===== src/rtl/id_ex_reg_if.sv =====
// ID/EX pipeline bundle: decode-side control/operands in, execute-side
// registered copies out, plus the load-use stall request and bubble counter.
//   master : decode/execute environment (drives D fields and FlushE)
//   slave  : the id_ex_reg itself (drives E fields, StallD, BubbleCount)
interface id_ex_reg_if #(
    parameter int unsigned CNT_W = 16
);
    // Decode-stage side
    logic             FlushE;
    logic             ValidD;
    logic             RegWriteD;
    logic             MemtoRegD;
    logic             MemWriteD;
    logic             ALUSrcD;
    logic             RegDstD;
    logic [2:0]       ALUOpD;
    logic [4:0]       RsD;
    logic [4:0]       RtD;
    logic [4:0]       RdD;
    logic [31:0]      RD1D;
    logic [31:0]      RD2D;
    logic [31:0]      SignImmD;

    // Execute-stage side
    logic             RegWriteE;
    logic             MemtoRegE;
    logic             MemWriteE;
    logic             ALUSrcE;
    logic             RegDstE;
    logic [2:0]       ALUOpE;
    logic [4:0]       RsE;
    logic [4:0]       RtE;
    logic [4:0]       RdE;
    logic [31:0]      RD1E;
    logic [31:0]      RD2E;
    logic [31:0]      SignImmE;
    logic             ValidE;

    // Hazard / monitoring
    logic             StallD;
    logic [CNT_W-1:0] BubbleCount;

    modport master (
        output FlushE, ValidD, RegWriteD, MemtoRegD, MemWriteD, ALUSrcD, RegDstD,
               ALUOpD, RsD, RtD, RdD, RD1D, RD2D, SignImmD,
        input  RegWriteE, MemtoRegE, MemWriteE, ALUSrcE, RegDstE, ALUOpE,
               RsE, RtE, RdE, RD1E, RD2E, SignImmE, ValidE, StallD, BubbleCount
    );

    modport slave (
        input  FlushE, ValidD, RegWriteD, MemtoRegD, MemWriteD, ALUSrcD, RegDstD,
               ALUOpD, RsD, RtD, RdD, RD1D, RD2D, SignImmD,
        output RegWriteE, MemtoRegE, MemWriteE, ALUSrcE, RegDstE, ALUOpE,
               RsE, RtE, RdE, RD1E, RD2E, SignImmE, ValidE, StallD, BubbleCount
    );
endinterface


===== src/rtl/id_ex_reg.sv =====
// ID/EX pipeline register with load-use hazard detection.
// Captures the decode bundle each cycle, inserts a bubble on FlushE or a
// load-use hit, raises StallD combinationally for the hit, and keeps a
// saturating count of inserted bubbles.
// Ports:
//   clk   - pipeline clock, rising edge
//   rst_n - synchronous active-low reset
//   bus   - id_ex_reg_if slave modport (D inputs, E outputs, StallD, BubbleCount)
module id_ex_reg #(
    parameter int unsigned CNT_W = 16
) (
    input  logic        clk,
    input  logic        rst_n,
    id_ex_reg_if.slave  bus
);

    typedef struct packed {
        logic        reg_write;
        logic        mem_to_reg;
        logic        mem_write;
        logic        alu_src;
        logic        reg_dst;
        logic [2:0]  alu_op;
        logic [4:0]  rs;
        logic [4:0]  rt;
        logic [4:0]  rd;
        logic [31:0] rd1;
        logic [31:0] rd2;
        logic [31:0] sign_imm;
        logic        valid;
    } stage_t;

    stage_t           d_stage;
    stage_t           e_q;
    logic [CNT_W-1:0] bubble_cnt_q;
    logic             lwstall;
    logic             bubble;

    // Assemble the decode bundle
    always_comb begin
        d_stage           = '0;
        d_stage.reg_write = bus.RegWriteD;
        d_stage.mem_to_reg= bus.MemtoRegD;
        d_stage.mem_write = bus.MemWriteD;
        d_stage.alu_src   = bus.ALUSrcD;
        d_stage.reg_dst   = bus.RegDstD;
        d_stage.alu_op    = bus.ALUOpD;
        d_stage.rs        = bus.RsD;
        d_stage.rt        = bus.RtD;
        d_stage.rd        = bus.RdD;
        d_stage.rd1       = bus.RD1D;
        d_stage.rd2       = bus.RD2D;
        d_stage.sign_imm  = bus.SignImmD;
        d_stage.valid     = bus.ValidD;
    end

    // Load in EX writes rt; a dependent decode instruction must wait one cycle.
    // Loads targeting $0 never stall.
    always_comb begin
        lwstall = bus.ValidD & e_q.valid & e_q.mem_to_reg & e_q.reg_write &
                  (e_q.rt != 5'd0) &
                  ((e_q.rt == bus.RsD) | (e_q.rt == bus.RtD));
        bubble  = bus.FlushE | lwstall;
    end

    // Pipeline register and saturating bubble counter
    always_ff @(posedge clk) begin
        if (!rst_n) begin
            e_q          <= '0;
            bubble_cnt_q <= '0;
        end else if (bubble) begin
            e_q <= '0;
            if (bubble_cnt_q != '1) begin
                bubble_cnt_q <= bubble_cnt_q + CNT_W'(1);
            end
        end else begin
            e_q <= d_stage;
        end
    end

    assign bus.RegWriteE   = e_q.reg_write;
    assign bus.MemtoRegE   = e_q.mem_to_reg;
    assign bus.MemWriteE   = e_q.mem_write;
    assign bus.ALUSrcE     = e_q.alu_src;
    assign bus.RegDstE     = e_q.reg_dst;
    assign bus.ALUOpE      = e_q.alu_op;
    assign bus.RsE         = e_q.rs;
    assign bus.RtE         = e_q.rt;
    assign bus.RdE         = e_q.rd;
    assign bus.RD1E        = e_q.rd1;
    assign bus.RD2E        = e_q.rd2;
    assign bus.SignImmE    = e_q.sign_imm;
    assign bus.ValidE      = e_q.valid;
    assign bus.StallD      = lwstall;
    assign bus.BubbleCount = bubble_cnt_q;

endmodule


===== src/flat_wrapper.sv =====
// flat-port wrapper written by rule: the top's interface ports become plain ports
module id_ex_reg_flat 
#(
    parameter int unsigned CNT_W = 16
)
  (clk, rst_n, bus_FlushE, bus_ValidD, bus_RegWriteD, bus_MemtoRegD, bus_MemWriteD, bus_ALUSrcD, bus_RegDstD, bus_ALUOpD, bus_RsD, bus_RtD, bus_RdD, bus_RD1D, bus_RD2D, bus_SignImmD, bus_RegWriteE, bus_MemtoRegE, bus_MemWriteE, bus_ALUSrcE, bus_RegDstE, bus_ALUOpE, bus_RsE, bus_RtE, bus_RdE, bus_RD1E, bus_RD2E, bus_SignImmE, bus_ValidE, bus_StallD, bus_BubbleCount);
  id_ex_reg_if #(.CNT_W(CNT_W)) bus_i ();
  input  logic clk;
  input  logic rst_n;
  input wire logic [$bits(bus_i.FlushE)-1:0] bus_FlushE;
  input wire logic [$bits(bus_i.ValidD)-1:0] bus_ValidD;
  input wire logic [$bits(bus_i.RegWriteD)-1:0] bus_RegWriteD;
  input wire logic [$bits(bus_i.MemtoRegD)-1:0] bus_MemtoRegD;
  input wire logic [$bits(bus_i.MemWriteD)-1:0] bus_MemWriteD;
  input wire logic [$bits(bus_i.ALUSrcD)-1:0] bus_ALUSrcD;
  input wire logic [$bits(bus_i.RegDstD)-1:0] bus_RegDstD;
  input wire logic [$bits(bus_i.ALUOpD)-1:0] bus_ALUOpD;
  input wire logic [$bits(bus_i.RsD)-1:0] bus_RsD;
  input wire logic [$bits(bus_i.RtD)-1:0] bus_RtD;
  input wire logic [$bits(bus_i.RdD)-1:0] bus_RdD;
  input wire logic [$bits(bus_i.RD1D)-1:0] bus_RD1D;
  input wire logic [$bits(bus_i.RD2D)-1:0] bus_RD2D;
  input wire logic [$bits(bus_i.SignImmD)-1:0] bus_SignImmD;
  output wire logic [$bits(bus_i.RegWriteE)-1:0] bus_RegWriteE;
  output wire logic [$bits(bus_i.MemtoRegE)-1:0] bus_MemtoRegE;
  output wire logic [$bits(bus_i.MemWriteE)-1:0] bus_MemWriteE;
  output wire logic [$bits(bus_i.ALUSrcE)-1:0] bus_ALUSrcE;
  output wire logic [$bits(bus_i.RegDstE)-1:0] bus_RegDstE;
  output wire logic [$bits(bus_i.ALUOpE)-1:0] bus_ALUOpE;
  output wire logic [$bits(bus_i.RsE)-1:0] bus_RsE;
  output wire logic [$bits(bus_i.RtE)-1:0] bus_RtE;
  output wire logic [$bits(bus_i.RdE)-1:0] bus_RdE;
  output wire logic [$bits(bus_i.RD1E)-1:0] bus_RD1E;
  output wire logic [$bits(bus_i.RD2E)-1:0] bus_RD2E;
  output wire logic [$bits(bus_i.SignImmE)-1:0] bus_SignImmE;
  output wire logic [$bits(bus_i.ValidE)-1:0] bus_ValidE;
  output wire logic [$bits(bus_i.StallD)-1:0] bus_StallD;
  output wire logic [$bits(bus_i.BubbleCount)-1:0] bus_BubbleCount;
  assign bus_i.FlushE = bus_FlushE;
  assign bus_i.ValidD = bus_ValidD;
  assign bus_i.RegWriteD = bus_RegWriteD;
  assign bus_i.MemtoRegD = bus_MemtoRegD;
  assign bus_i.MemWriteD = bus_MemWriteD;
  assign bus_i.ALUSrcD = bus_ALUSrcD;
  assign bus_i.RegDstD = bus_RegDstD;
  assign bus_i.ALUOpD = bus_ALUOpD;
  assign bus_i.RsD = bus_RsD;
  assign bus_i.RtD = bus_RtD;
  assign bus_i.RdD = bus_RdD;
  assign bus_i.RD1D = bus_RD1D;
  assign bus_i.RD2D = bus_RD2D;
  assign bus_i.SignImmD = bus_SignImmD;
  assign bus_RegWriteE = bus_i.RegWriteE;
  assign bus_MemtoRegE = bus_i.MemtoRegE;
  assign bus_MemWriteE = bus_i.MemWriteE;
  assign bus_ALUSrcE = bus_i.ALUSrcE;
  assign bus_RegDstE = bus_i.RegDstE;
  assign bus_ALUOpE = bus_i.ALUOpE;
  assign bus_RsE = bus_i.RsE;
  assign bus_RtE = bus_i.RtE;
  assign bus_RdE = bus_i.RdE;
  assign bus_RD1E = bus_i.RD1E;
  assign bus_RD2E = bus_i.RD2E;
  assign bus_SignImmE = bus_i.SignImmE;
  assign bus_ValidE = bus_i.ValidE;
  assign bus_StallD = bus_i.StallD;
  assign bus_BubbleCount = bus_i.BubbleCount;
  id_ex_reg #(.CNT_W(CNT_W)) u_core (.clk(clk), .rst_n(rst_n), .bus(bus_i));
endmodule

===== config.mk =====
export PLATFORM = sky130hd
export DESIGN_NAME = id_ex_reg_flat
export DESIGN_NICKNAME = d
export VERILOG_FILES = /design/src/rtl/id_ex_reg_if.sv /design/src/rtl/id_ex_reg.sv /design/src/flat_wrapper.sv
export SDC_FILE = /design/constraint.sdc
export NUM_CORES = 1
export LEC_CHECK = 0
export BUFFER_PORTS_ARGS = -buffer_cell sky130_fd_sc_hd__buf_2
export CORE_MARGIN = 2
export CORE_UTILIZATION = 40
export CTS_BUF_LIST = sky130_fd_sc_hd__clkbuf_8
export DETAILED_ROUTE_END_ITERATION = 16
export GPL_ROUTABILITY_DRIVEN = 0
export PLACE_DENSITY = 0.84
export SKIP_CTS_REPAIR_TIMING = 1
export SYNTH_ARGS = -nofsm -noshare
export SYNTH_HDL_FRONTEND = slang
export SYNTH_SLANG_ARGS = --single-unit
export TNS_END_PERCENT = 10

===== constraint.sdc =====
create_clock -name clk -period 2.6 [get_ports clk]
set_input_delay 0.78 -clock clk [delete_from_list [all_inputs] [get_ports clk]]
set_output_delay 0.78 -clock clk [all_outputs]
set_load 0.1 [all_outputs]

==> summary.md <==
| Metric | Value |
|---|---|
| Synth top area share | 0.623 |
| Starting Density | 0.407 |
| Failing checks | negative setup slack |
| Min cycle time layout | approximately 2700 ps |
| Fin util | 0.573 |
| Root buf cell | clkbuf_8 |
| Final hold vios | 0 |
| Worst path arrival time | approximately 1900 ps |
| Max-capacitance violation count | 0 |
| Via count of the first global-routing pass | 3434 |
| Cell Pwr Density | just under 800 nW/µm² |
| Slew headroom | 0.577 |
| Post-synth top flop | dfxtp_1 |
| Async set or reset register ratio after synthesis | 0 |
| Max Clk Rate | roughly 380 MHz |
| Seq/Total Area, Yosys | 0.623 |
| All-Layer GR Usage | 0.179 |
| Post-route ant nets | 0 |
| Latest clock arrival within the worst-skew pair | about 420 ps |
| CP max FO | 3 |
| Antenna violations before repair | 0 |
| # DRC | 0 |
| Mapped Nets | a little over 500 |
| Storage cell area | ~2700 µm² |
| Final Max Tran Viols | 0 |
| Most common cell in the netlist | dfxtp_1 |
| Post-Syn Area per Cell | roughly 11 µm² |
| Layout cells sized above 1 | 0.490 |
| Largest net degree at the start of global routing | 73 |
| Post-synth top cells | 136 x dfxtp_1, 120 x and3_1, 15 x clkbuf_1 |
| Fill cells | 920 |
| CTS sink count | 136 |
| Hold Path Class | reg -> reg |
| Peak supply drop | 0.000387 V |
| Synthesis Warnings | 0 |
| HPWL after DPL | ~8300 µm |
| Final setup viols | 1 |
| Top-level port count | 260 |
| Mapped Cells | about 390 |
| Wirelength per Cell | roughly 14 µm |
| Multi-input logic area | around 1400 µm² |
| Status | finished with violations |
| Area leader, netlist | dfxtp_1 |
| Crit path capture type | primary output |
| # port buffers | ~260 |
| Row count | 38 |
| RSZ-0062 raised after global routing | true |
| DIE WIDTH | around 110 µm |
| Cell area after synthesis | 4370 µm² |
| Area Growth Syn to Fin | 40.9% |
| Lkg Pwr | approximately 0.0034 µW |
| Placed Area | roughly 5700 µm² |
| Clock transition at path regs | around 80 ps |
| Post-route setup TNS | -50.6 ps |
| 1st-iter DRT viols | approximately 200 |
| Post-Layout Cell Count | 799 |
| Pre-antenna DRT Iters | 4 |
| Via count | ~3800 |
| Diode count | 0 |
| Actual slew at the worst max-slew pin | 634 ps |
| Inst Count DP | about 760 |
| Setup WS post-layout | -50.6 ps |
| Design area | between 6000 and 7000 µm² |
| CTS tree | done |
| Library cells used by synthesis | 45 |
| Fin nets | slightly below 800 |
| Routed WL | around 12000 µm |
| Critical setup path kind | reg -> out |
| H-tree lvl count | 4 |
| Worst setup SP type | flop |
| Clock skew | between 9 and 10 ps |
| Grt ovf | 0 |
| Top cells by area, synth | dfxtp_1 62%, and3_1 17%, buf_8 2.1% |
| Total CTS buffers | 17 |
| Clock Tree Buf Depth | 2 |
| First-pass GRT wire length | 16300 µm |
| Setup WS pre-CTS | 128 ps |
| Vias/cell | 4.75 |
| FF-to-FF setup slack | 310 ps |
| Worst EP required | 1820 ps |
| Core Box Area | 10700 µm² |
| Post-synth EDFFs | 0 |
| Part of the cycle the worst path needs | 1.02 |
| DIE HEIGHT | between 100 and 150 µm |
| Seq cells post-synth | 136 |
| Die Area | 11800 µm² |
## routing by layer
layer,up-vias,routed length [µm],track usage
met1,1746,4460,0.189
met5,-,0,0
met3,23,820,0.0597
li1,1873,-,-
met4,0,250,0.0751
met2,151,6000,0.324
## report_power, final
group          total [µW]  switching (µW)  internal (µW)
logic                 882             704            178
registers            2180            25.5           2160
clock network        1680             827            856
total                4750            1560           3190
## stage by stage
| stage | hold WS, ps | total power, µW |
|---|---|---|
| final | 497 | 4750 |
| after global placement | 478 | 3100 |
| after global routing | 522 | 4910 |
| after detailed placement | 487 | 3110 |
| after floorplan | 710 | 2930 |
| after CTS | 498 | 4780 |
## state kept, by name, summed over array words and instances, names as in the netlist
name                    cells
u_core.bus.RD1E            32
u_core.bus.RD2E            32
u_core.bus.SignImmE        32
u_core.bus.BubbleCount     16
u_core.bus.RdE              5
u_core.bus.RsE              5
u_core.bus.RtE              5
u_core.bus.ALUOpE           3
u_core.bus.ALUSrcE          1
u_core.bus.MemWriteE        1
u_core.bus.MemtoRegE        1
u_core.bus.RegDstE          1
u_core.bus.RegWriteE        1
u_core.bus.ValidE           1
## worst paths after layout
path / from / end / cells after the start
max: u_core.bus.RtE[4] / bus_StallD / 5
min reg2reg: u_core.bus.BubbleCount[15] / u_core.bus.BubbleCount[15] / 2
min: u_core.bus.BubbleCount[15] / u_core.bus.BubbleCount[15] / 2
max reg2reg: u_core.bus.RtE[4] / u_core.bus.RD2E[28] / 7
## cell type report
cell class                 instances  share of cell area
timing repair buffer             269               0.227
clock buffer                      17              0.0380
tap                              140              0.0284
clock inverter                    15              0.0250
inverter                           4             0.00244
sequential                       136               0.445
multi-input combinational        218               0.234
## cells by family (layout without fill, tap and decap cells)
logic type | after synthesis | in the layout | synth area share
simple gates | 174 | 174 | 0.249
flops | 136 | 136 | 0.623
buf+inv | 33 | 305 | 0.0501
compound gates | 29 | 29 | 0.0458
xor+xnor | 12 | 12 | 0.0241
mux | 2 | 2 | 0.00458
fa+ha+maj | 1 | 1 | 0.00286
## worst max-delay path, stage by stage, from the launching register on
cell     delay [ps]
dfxtp_4         350
or4_4           540
o21ai_4         180
inv_2            50
and2_4          160
buf_12          160
## placed cells by master (no fill, tap or decap), drive strengths merged, types with 5 or more instances in the layout
master	netlist	layout
a21oi	12	12
xnor2	10	10
buf	8	269
o21ai	8	8
and3	120	120
nand2	10	10
or3	7	7
clkbuf	21	17
nor2	5	5
inv	4	9
nand3	9	9
dfxtp	136	136
clkinv	0	6
(Power assumes the default switching activity.)
